`config.mk`:
```
export PLATFORM = sky130hd
export DESIGN_NAME = io_bus_arbiter
export DESIGN_NICKNAME = d
export VERILOG_FILES = /design/src/rtl/io_bus_arbiter.sv
export SDC_FILE = /design/constraint.sdc
export NUM_CORES = 1
export LEC_CHECK = 0
export BUFFER_PORTS_ARGS = -buffer_cell sky130_fd_sc_hd__buf_2
export CORE_MARGIN = 5
export CORE_UTILIZATION = 30
export CTS_BUF_LIST = sky130_fd_sc_hd__clkbuf_4 sky130_fd_sc_hd__clkbuf_8
export CTS_CLUSTER_SIZE = 24
export DETAILED_ROUTE_END_ITERATION = 7
export PLACE_DENSITY = 0.88
export SYNTH_ARGS = -nofsm -noshare
export SYNTH_HDL_FRONTEND = slang
export SYNTH_SLANG_ARGS = --single-unit
```
`constraint.sdc`:
```
create_clock -name clk -period 3.77 [get_ports clk]
set_clock_uncertainty 0.2 [all_clocks]
set_input_delay 0.754 -clock clk [delete_from_list [all_inputs] [get_ports clk]]
set_output_delay 0.754 -clock clk [all_outputs]
set_load 0.01 [all_outputs]
```
`src/rtl/io_bus_arbiter.sv`:
```
// -----------------------------------------------------------------------------
// io_bus_arbiter
//
// Two-master, one-slave IO bus arbiter. An idle bus is granted to a single
// requester directly; simultaneous requests go to the master that did not own
// the bus last. The slave-side bus is a combinational mux of the owner's
// request signals while ACTIVE. A slave acknowledge completes the access in
// the same cycle, and the bus returns to IDLE for at least one cycle before
// the next grant.
//
// Optional feature (macro IO_ARB_TIMEOUT_EN): a 16-bit watchdog counts ACTIVE
// cycles. If TIMEOUT_CYCLES pass without a slave acknowledge, the arbiter
// spends one ERR cycle. In that cycle it acknowledges the owner with read data
// 16'hDEAD and sets the sticky timeout_flag. Without the macro, ACTIVE waits
// indefinitely and timeout_flag is tied low.
//
// Ports:
//   clk, reset                  clock, asynchronous active-high reset
//   mX_bus_enable/address/byte_enable/rw/write_data   master X request
//   mX_read_data, mX_acknowledge                      master X response
//   s_bus_enable/address/byte_enable/rw/write_data    shared slave bus
//   s_read_data, s_acknowledge                        slave response
//   grant                       one-hot owner (bit0 = m0), 0 when idle
//   timeout_flag, timeout_clear sticky timeout indicator and its clear
// -----------------------------------------------------------------------------
module io_bus_arbiter #(
    parameter int ADDR_W         = 12,
    parameter int DATA_W         = 16,
    parameter int TIMEOUT_CYCLES = 255
) (
    input  logic              clk,
    input  logic              reset,
    input  logic              m0_bus_enable,
    input  logic [ADDR_W-1:0] m0_address,
    input  logic [1:0]        m0_byte_enable,
    input  logic              m0_rw,
    input  logic [DATA_W-1:0] m0_write_data,
    output logic [DATA_W-1:0] m0_read_data,
    output logic              m0_acknowledge,
    input  logic              m1_bus_enable,
    input  logic [ADDR_W-1:0] m1_address,
    input  logic [1:0]        m1_byte_enable,
    input  logic              m1_rw,
    input  logic [DATA_W-1:0] m1_write_data,
    output logic [DATA_W-1:0] m1_read_data,
    output logic              m1_acknowledge,
    output logic              s_bus_enable,
    output logic [ADDR_W-1:0] s_address,
    output logic [1:0]        s_byte_enable,
    output logic              s_rw,
    output logic [DATA_W-1:0] s_write_data,
    input  logic [DATA_W-1:0] s_read_data,
    input  logic              s_acknowledge,
    output logic [1:0]        grant,
    output logic              timeout_flag,
    input  logic              timeout_clear
);

`ifdef IO_ARB_TIMEOUT_EN
    typedef enum logic [1:0] {
        ST_IDLE   = 2'd0,
        ST_ACTIVE = 2'd1,
        ST_ERR    = 2'd2
    } state_t;

    localparam logic [15:0]       TIMEOUT_LIM = 16'(TIMEOUT_CYCLES);
    localparam logic [DATA_W-1:0] ERR_RDATA   = DATA_W'(16'hDEAD);
`else
    typedef enum logic [1:0] {
        ST_IDLE   = 2'd0,
        ST_ACTIVE = 2'd1
    } state_t;
`endif

    state_t state_q, state_d;
    logic   owner_q, owner_d;            // 0 = m0, 1 = m1
    logic   last_grant_q, last_grant_d;  // owner of the previous access

`ifdef IO_ARB_TIMEOUT_EN
    logic [15:0] cnt_q, cnt_d;
    logic [15:0] cnt_inc_s;
    logic        timeout_flag_q, timeout_flag_d;
`endif

    logic              active_s;
    logic              owner_be_s;
    logic              slave_ack_s;
    logic              err_s;
    logic              done_ack_s;
    logic [DATA_W-1:0] done_rdata_s;

    assign active_s    = (state_q == ST_ACTIVE);
    assign owner_be_s  = owner_q ? m1_bus_enable : m0_bus_enable;
    // An owner that has dropped its request is aborting, so a late slave
    // acknowledge in that cycle does not complete anything.
    assign slave_ack_s = active_s & owner_be_s & s_acknowledge;

`ifdef IO_ARB_TIMEOUT_EN
    assign err_s        = (state_q == ST_ERR);
    assign done_rdata_s = err_s ? ERR_RDATA : s_read_data;
    assign cnt_inc_s    = cnt_q + 16'd1;
    assign timeout_flag = timeout_flag_q;
`else
    logic unused_timeout_clear_s;
    assign unused_timeout_clear_s = timeout_clear;
    assign err_s        = 1'b0;
    assign done_rdata_s = s_read_data;
    assign timeout_flag = 1'b0;
`endif

    assign done_ack_s = slave_ack_s | err_s;

    // Master responses: only the owner ever sees an acknowledge or read data.
    always_comb begin
        m0_acknowledge = done_ack_s & ~owner_q;
        m1_acknowledge = done_ack_s &  owner_q;
        if (m0_acknowledge) begin
            m0_read_data = done_rdata_s;
        end else begin
            m0_read_data = {DATA_W{1'b0}};
        end
        if (m1_acknowledge) begin
            m1_read_data = done_rdata_s;
        end else begin
            m1_read_data = {DATA_W{1'b0}};
        end
    end

    // Slave-side mux from the current owner; all zero outside ACTIVE.
    always_comb begin
        if (active_s) begin
            s_bus_enable = owner_be_s;
            if (owner_q) begin
                s_address     = m1_address;
                s_byte_enable = m1_byte_enable;
                s_rw          = m1_rw;
                s_write_data  = m1_write_data;
            end else begin
                s_address     = m0_address;
                s_byte_enable = m0_byte_enable;
                s_rw          = m0_rw;
                s_write_data  = m0_write_data;
            end
        end else begin
            s_bus_enable  = 1'b0;
            s_address     = {ADDR_W{1'b0}};
            s_byte_enable = 2'b00;
            s_rw          = 1'b0;
            s_write_data  = {DATA_W{1'b0}};
        end
    end

    // Grant follows the owner whenever the bus is not idle.
    always_comb begin
        if (state_q != ST_IDLE) begin
            grant = owner_q ? 2'b10 : 2'b01;
        end else begin
            grant = 2'b00;
        end
    end

    // Next-state logic: arbitration, completion, abort and timeout.
    always_comb begin
        state_d      = state_q;
        owner_d      = owner_q;
        last_grant_d = last_grant_q;
`ifdef IO_ARB_TIMEOUT_EN
        cnt_d          = cnt_q;
        timeout_flag_d = timeout_flag_q & ~timeout_clear;
`endif
        case (state_q)
            ST_IDLE: begin
                if (m0_bus_enable && m1_bus_enable) begin
                    state_d = ST_ACTIVE;
                    owner_d = ~last_grant_q;
                end else if (m0_bus_enable) begin
                    state_d = ST_ACTIVE;
                    owner_d = 1'b0;
                end else if (m1_bus_enable) begin
                    state_d = ST_ACTIVE;
                    owner_d = 1'b1;
                end else begin
                    state_d = ST_IDLE;
                end
`ifdef IO_ARB_TIMEOUT_EN
                // Held at zero while idle so every access starts from zero.
                cnt_d = 16'd0;
`endif
            end
            ST_ACTIVE: begin
                if (!owner_be_s) begin
                    state_d      = ST_IDLE;
                    last_grant_d = owner_q;
                end else if (s_acknowledge) begin
                    state_d      = ST_IDLE;
                    last_grant_d = owner_q;
                end else begin
`ifdef IO_ARB_TIMEOUT_EN
                    if (cnt_inc_s == TIMEOUT_LIM) begin
                        state_d        = ST_ERR;
                        // Setting overrides a simultaneous timeout_clear.
                        timeout_flag_d = 1'b1;
                    end else begin
                        cnt_d = cnt_inc_s;
                    end
`else
                    state_d = ST_ACTIVE;
`endif
                end
            end
`ifdef IO_ARB_TIMEOUT_EN
            ST_ERR: begin
                state_d      = ST_IDLE;
                last_grant_d = owner_q;
            end
`endif
            default: begin
                state_d = ST_IDLE;
            end
        endcase
    end

    // State registers; last_grant resets to m1 so m0 wins the first tie.
    always_ff @(posedge clk or posedge reset) begin
        if (reset) begin
            state_q        <= ST_IDLE;
            owner_q        <= 1'b0;
            last_grant_q   <= 1'b1;
`ifdef IO_ARB_TIMEOUT_EN
            cnt_q          <= 16'd0;
            timeout_flag_q <= 1'b0;
`endif
        end else begin
            state_q        <= state_d;
            owner_q        <= owner_d;
            last_grant_q   <= last_grant_d;
`ifdef IO_ARB_TIMEOUT_EN
            cnt_q          <= cnt_d;
            timeout_flag_q <= timeout_flag_d;
`endif
        end
    end

endmodule

```
==> run metrics, run 1 <==
status completed; most frequent cells after synthesis nor2_1, and2_1, mux2i_1; CP max-delay cell dfrtp_2; DIE AREA 4160 sq um; post-CTS sizing 0; Iteration-0 DRC Markers 17; CP Class reg2out; nets@finish 357; Mapped Area 892 sq um; worst-skew pair later-pin latency 0.24 ns; core footprint 2810 sq um; placed wire-length estimate 3.45 mm; RePlAce Congestion 0.775; # rows 19; Bufs and invs on worst path 1; Pwr Density 441 nW/um^2; cts hold-fix bufs 0; synth warn 0; Max Fclk 0.362 GHz; Antenna Nets Post-Route 0; die width 64.5 um; setup TNS 0 ns; Avg WL per Cell 12.8 um; H-Tree Depth 1; met3 wire len 631 um; Num CTS Buffers 3; CP startpoint owner_q; VDD IR max 210 uV; port buffer count 150; Post-CTS Setup Bufs 0; post-synth net total 212; fin area 1650 sq um; placed inst area 1620 sq um; fin crit period 2.76 ns; via count 1,393; CTS tree done; DR vias/cell 4.60; clock transition at the registers of the reported paths 0.04 ns; chip height 64.5 um; Pleak 1.12 nW; largest net degree at the start of global routing 22; CP Data Required Time 2.82 ns; CTS Buffer Depth 2; met1 WL 1.23 mm; final setup vio count 0; Place WS 1.18 ns; Post-synth EDFFs 0; Post-synth ARST share 100%; DRC 0; unrepaired setup endpoints after global routing false; Reg2Reg Depth 3; CP Depth 4; Avg Cell Area, Syn 6.97 sq um; CTS sink count 3; final wirelength 3.88 mm; area leader, netlist mux2i_1; worst hold path class in2async; final worst slack 1.01 ns; Initial Utilization 31.8%; io pins 153; Yosys reg bits 3; Hold Vio Cnt, Final 0; Top Family by Delay on Critical Path simple AND/OR/NAND/NOR gates; uppermost routed layer met4; Synth cell types 21; worst-path maximum fanout 17; number of diodes 0; Worst setup SP type flip-flop; Critical Path Sink Type output port; Final period util 73.2%; post-synth top area share 35.9%; root buf cell clkbuf_4; met2 WL 1.92 mm; top cells by area, synth mux2i_1, and2_1, nor2_1; Worst path max stage delay 0.62 ns; sequential area share after synthesis 8.56%; initial antenna violation count 0; P&R area growth vs syn 84.7%; first-pass GRT wire length 6.08 mm; GRT Overall Usage 18.0%; Synth Flop Type dfrtp_1; fillcell total 262; R2R Path Start owner_q; Critical Path AT 1.81 ns; drt pass-1 iters 4; synthesized netlist cell count 128; total gr overflow 0; layout cells sized above 1 58.8%; vias in the first global route 1,329; CP Cell Sequence and2_4, and3_1, and2_1, buf_2; most frequent cell after synthesis nor2_1; Max Cap Viol 0; Final Max Slew Viols 0
final timing paths:
path,end,slack [ns]
max,m1_read_data[1],1.01
min,owner_q,0.17
max reg2reg,state_q[0],2.02
min reg2reg,last_grant_q,0.31
max in group asynchronous,last_grant_q,2.98
min in group clk,last_grant_q,0.31
routing by layer:
metal	vias to the layer above	track usage, %
met2	99	33.5
li1	700	-
met4	0	7.65
met1	585	17.1
met3	9	7.94
met5	-	0
worst reg2reg max path: cells and delay by family (launching register included):
| family | cells | cell delay [ns] |
|---|---|---|
| flip-flops | 1 | 0.62 |
| AO/OA/AOI/OAI | 1 | 0.11 |
| buffers and inverters | 1 | 0.40 |
| multiplexers | 1 | 0.29 |
sequential cells by signal (all words and copies together), names as in the netlist:
name / flops
owner_q: 1
last_grant_q: 1
state_q: 1
power by group:
group	total [W]	internal (W)	switching [W]
clock network	0.0000654	0.0000469	0.0000185
registers	0.0000950	0.0000507	0.0000443
logic	0.000566	0.000277	0.000289
kinds of logic after synthesis:
family	synth area share (%)
muxes	35.9
DFF	8.56
buffers and inverters	10.2
other	0.420
and+or+nand+nor	41.9
AOI/OAI and AO/OA	2.95
layout make-up:
type	count	area (sq um)	share of cell area, %
Multi-Input combinational cell	110	724	44.0
Inverter	3	11.3	0.683
Clock buffer	4	30.0	1.82
Tap cell	31	38.8	2.35
Timing Repair Buffer	152	766	46.5
Sequential cell	3	77.6	4.71
through the flow:
step / std cells / power [W] / hold slack, ns / util (%)
finish: 303 / 0.000727 / 0.173 / 58.7
floorplan: 128 / 0.000473 / 0.286 / -
CTS: 303 / 0.000739 / 0.171 / 58.7
global route: 303 / 0.000792 / 0.170 / 58.7
detailed placement: 299 / 0.000669 / 0.310 / 57.7
global placement: 299 / 0.000660 / 0.303 / 57.7
cell usage in the layout, fill, tap and decap left out, types with 2 or more instances in the layout:
cell type,Yosys,routed
buf_4,2,2
buf_2,4,150
and3_1,2,2
o21ai_0,2,2
and2_1,32,32
nor2_1,33,33
inv_1,2,2
clkbuf_4,0,4
nand2_1,2,2
mux2i_1,32,32
Note: power is estimated with default switching activity, not from simulation.
==> run 2, diff against run 1 <==
--- a/config.mk
+++ b/config.mk
@@ -7,11 +7,11 @@
 export LEC_CHECK = 0
 export BUFFER_PORTS_ARGS = -buffer_cell sky130_fd_sc_hd__buf_2
 export CORE_MARGIN = 5
-export CORE_UTILIZATION = 30
+export CORE_UTILIZATION = 28
 export CTS_BUF_LIST = sky130_fd_sc_hd__clkbuf_4 sky130_fd_sc_hd__clkbuf_8
 export CTS_CLUSTER_SIZE = 24
 export DETAILED_ROUTE_END_ITERATION = 7
-export PLACE_DENSITY = 0.88
+export PLACE_DENSITY = 0.83
 export SYNTH_ARGS = -nofsm -noshare
 export SYNTH_HDL_FRONTEND = slang
 export SYNTH_SLANG_ARGS = --single-unit
==> constraint.sdc (replaced) <==
create_clock -name clk -period 2.81 [get_ports clk]
set_clock_uncertainty 0.2 [all_clocks]
set_input_delay 0.562 -clock clk [delete_from_list [all_inputs] [get_ports clk]]
set_output_delay 0.562 -clock clk [all_outputs]
set_load 0.01 [all_outputs]
==> run 2 against run 1 <==
  * Worst setup slack got worse by 0.50 ns
  * First-iteration DRC count decreased by 41%
  * Final cell count increased by 4.6%
  * Sequential power decreased by 11%
  * Combinational power increased by 42%
  * Wire length decreased by 6.8%
  * Die area increased by 6.0%
  * Non-clock buffer count increased by 1
  * Largest cell class unchanged
  * Highest routed layer unchanged
==> run metrics, run 2 (same netlist as run 1, synthesis figures left out) <==
Reg2Reg Depth 3 (unchanged); root buf cell clkbuf_4; fin crit period 2.30 ns; Pleak 1.12 nW (+0.37%); Slew HR 65.6%; Cell Count, Final, Fillers Out 317 (+4.6%); DR vias/cell 4.39 (-4.5%); chip height 66.4 um (+3.0%); GRT Overall Usage 16.0% (-1.9 points); vias in the first global route 1,304 (-1.9%); setup TNS 0 ns (unchanged); Initial Utilization 29.2% (-2.6 points); fin area 1670 sq um (+1.6%); Critical Path Sink Type output port; Antenna Nets Post-Route 0 (unchanged); worst-path maximum fanout 34 (+17); CTS Buffer Depth 2 (unchanged); # rows 20 (+1); worst slew pin tran 0.517 ns; Top Family by Delay on Critical Path buffers and inverters; clock transition at the registers of the reported paths 0.04 ns (about the same); initial antenna violation count 0 (unchanged); largest net degree at the start of global routing 36 (+64%); CP max-delay cell buf_4; core footprint 3050 sq um (+8.8%); Worst setup SP type flip-flop; number of diodes 0 (unchanged); worst-skew pair later-pin latency 0.23 ns (about the same); via count 1,392 (-0.072%); DIE AREA 4410 sq um (+6.0%); P&R area growth vs syn 87.7%; Max Fclk 0.434 GHz; most common cell after layout, fill and taps aside buf_2; RePlAce Congestion 0.733 (-5.5%); Worst Setup EP s_bus_enable; placed inst area 1630 sq um (+1.0%); Placed Cells 312 (+4.3%); CTS sink count 3 (unchanged); final wirelength 3.61 mm (-6.8%); placed wire-length estimate 3.24 mm (-6.0%); Post-CTS Setup Bufs 0 (unchanged); CP Data Required Time 2.05 ns (-0.77 ns); port buffer count 150 (unchanged); commonest cells after routing, fill and taps aside buf_2, nor2_1, mux2i_1, and2_1, clkbuf_4; final worst slack 0.507 ns (-0.504 ns); Iteration-0 DRC Markers 10 (-7); worst hold path class reg2reg; Critical Path AT 1.54 ns (-0.27 ns); Final period util 82.0%; Hold Vio Cnt, Final 0 (unchanged); CP Class reg2out; first-pass GRT wire length 5.59 mm (-8.0%); Bufs and invs on worst path 2 (+1); CP startpoint owner_q; Pwr Density 580 nW/um^2 (+31%); Max Cap Viol 0 (unchanged); Worst path max stage delay 0.44 ns (-0.18 ns); Place WS 0.631 ns (-0.551 ns); H-Tree Depth 1 (unchanged); Final Max Slew Viols 0 (unchanged); VDD IR max 317 uV (+51%); DRC 0 (unchanged); CTS tree done; Avg WL per Cell 11.4 um (-11%); final hold slack 0.324 ns (+0.150 ns); CP Cell Sequence buf_4, mux2i_1, nor2_1, buf_2; io pins 153 (unchanged); status completed; R2R Path Start owner_q; unrepaired setup endpoints after global routing false; drt pass-1 iters 4 (unchanged); biggest regs last_grant_q x1, owner_q x1, state_q x1; Num CTS Buffers 3 (unchanged); die width 66.4 um (+3.0%); R2R setup slack 1.27 ns (-0.75 ns); fillcell total 304 (+16%); FF-to-FF End state_q[0]; nets@finish 358 (+0.28%); layout cells sized above 1 58.6% (-0.22 points); final setup vio count 0 (unchanged); total gr overflow 0 (unchanged); CP Depth 4 (unchanged)
## run 2: cell types whose count changed in the layout (fill, tap and decap cells not counted)
cell,change
dlygate4sd3_1,+1
## run 2: layout make-up
type / instances / area, sq um / area share [%]
multi-input cells: 110 / 724 / 43.3
flip-flops and latches: 3 / 77.6 / 4.63
clock buffers: 4 / 30.0 / 1.79
repair buffers: 153 / 776 / 46.3
inverters: 3 / 11.3 / 0.673
well taps: 44 / 55.1 / 3.29
## run 2: report_power, final
part | internal [W] | switching, W
clock network | 0.0000628 | 0.0000224
logic | 0.000374 | 0.000427
registers | 0.0000687 | 0.0000156
## run 2: worst register-to-register path: cells and delay by family (launching register included)
family | cells | cell delay (ns)
muxes | 1 | 0.29
AOI/OAI and AO/OA | 1 | 0.11
buffers and inverters | 1 | 0.44
DFF | 1 | 0.37
## run 2: per-layer routing
layer  vias to the layer above  wire length [um]  GRT usage, %
met5                         -                 0             0
met4                         0                31          7.11
met3                         2               624          6.97
met2                        98              1810          31.5
met1                       588              1150          13.6
li1                        704                 -             -
## run 2: metrics by stage
stage / utilization (%) / total power [W]
after global routing: 54.8 / 0.00106
after detailed placement: 53.5 / 0.000892
after floorplan: - / 0.000635
final: 54.8 / 0.000971
after global placement: 53.5 / 0.000883
after CTS: 54.8 / 0.000986
## run 2: what timing repair did
item	4_1_cts	5_1_grt
hold buffers	1	0
resized for setup	0	0
endpoints found under the hold margin	2	0
## run 2: worst min path at each step
stage                            start      endpoint  slack [ns]  cells after the start
final                     last_grant_q  last_grant_q        0.32                      2
after global routing      last_grant_q  last_grant_q        0.35                      2
after CTS                   state_q[0]    state_q[0]        0.32                      1
after detailed placement         reset    state_q[0]        0.23                      2
after global placement           reset    state_q[0]        0.23                      2
after floorplan                  reset       owner_q        0.11                      1
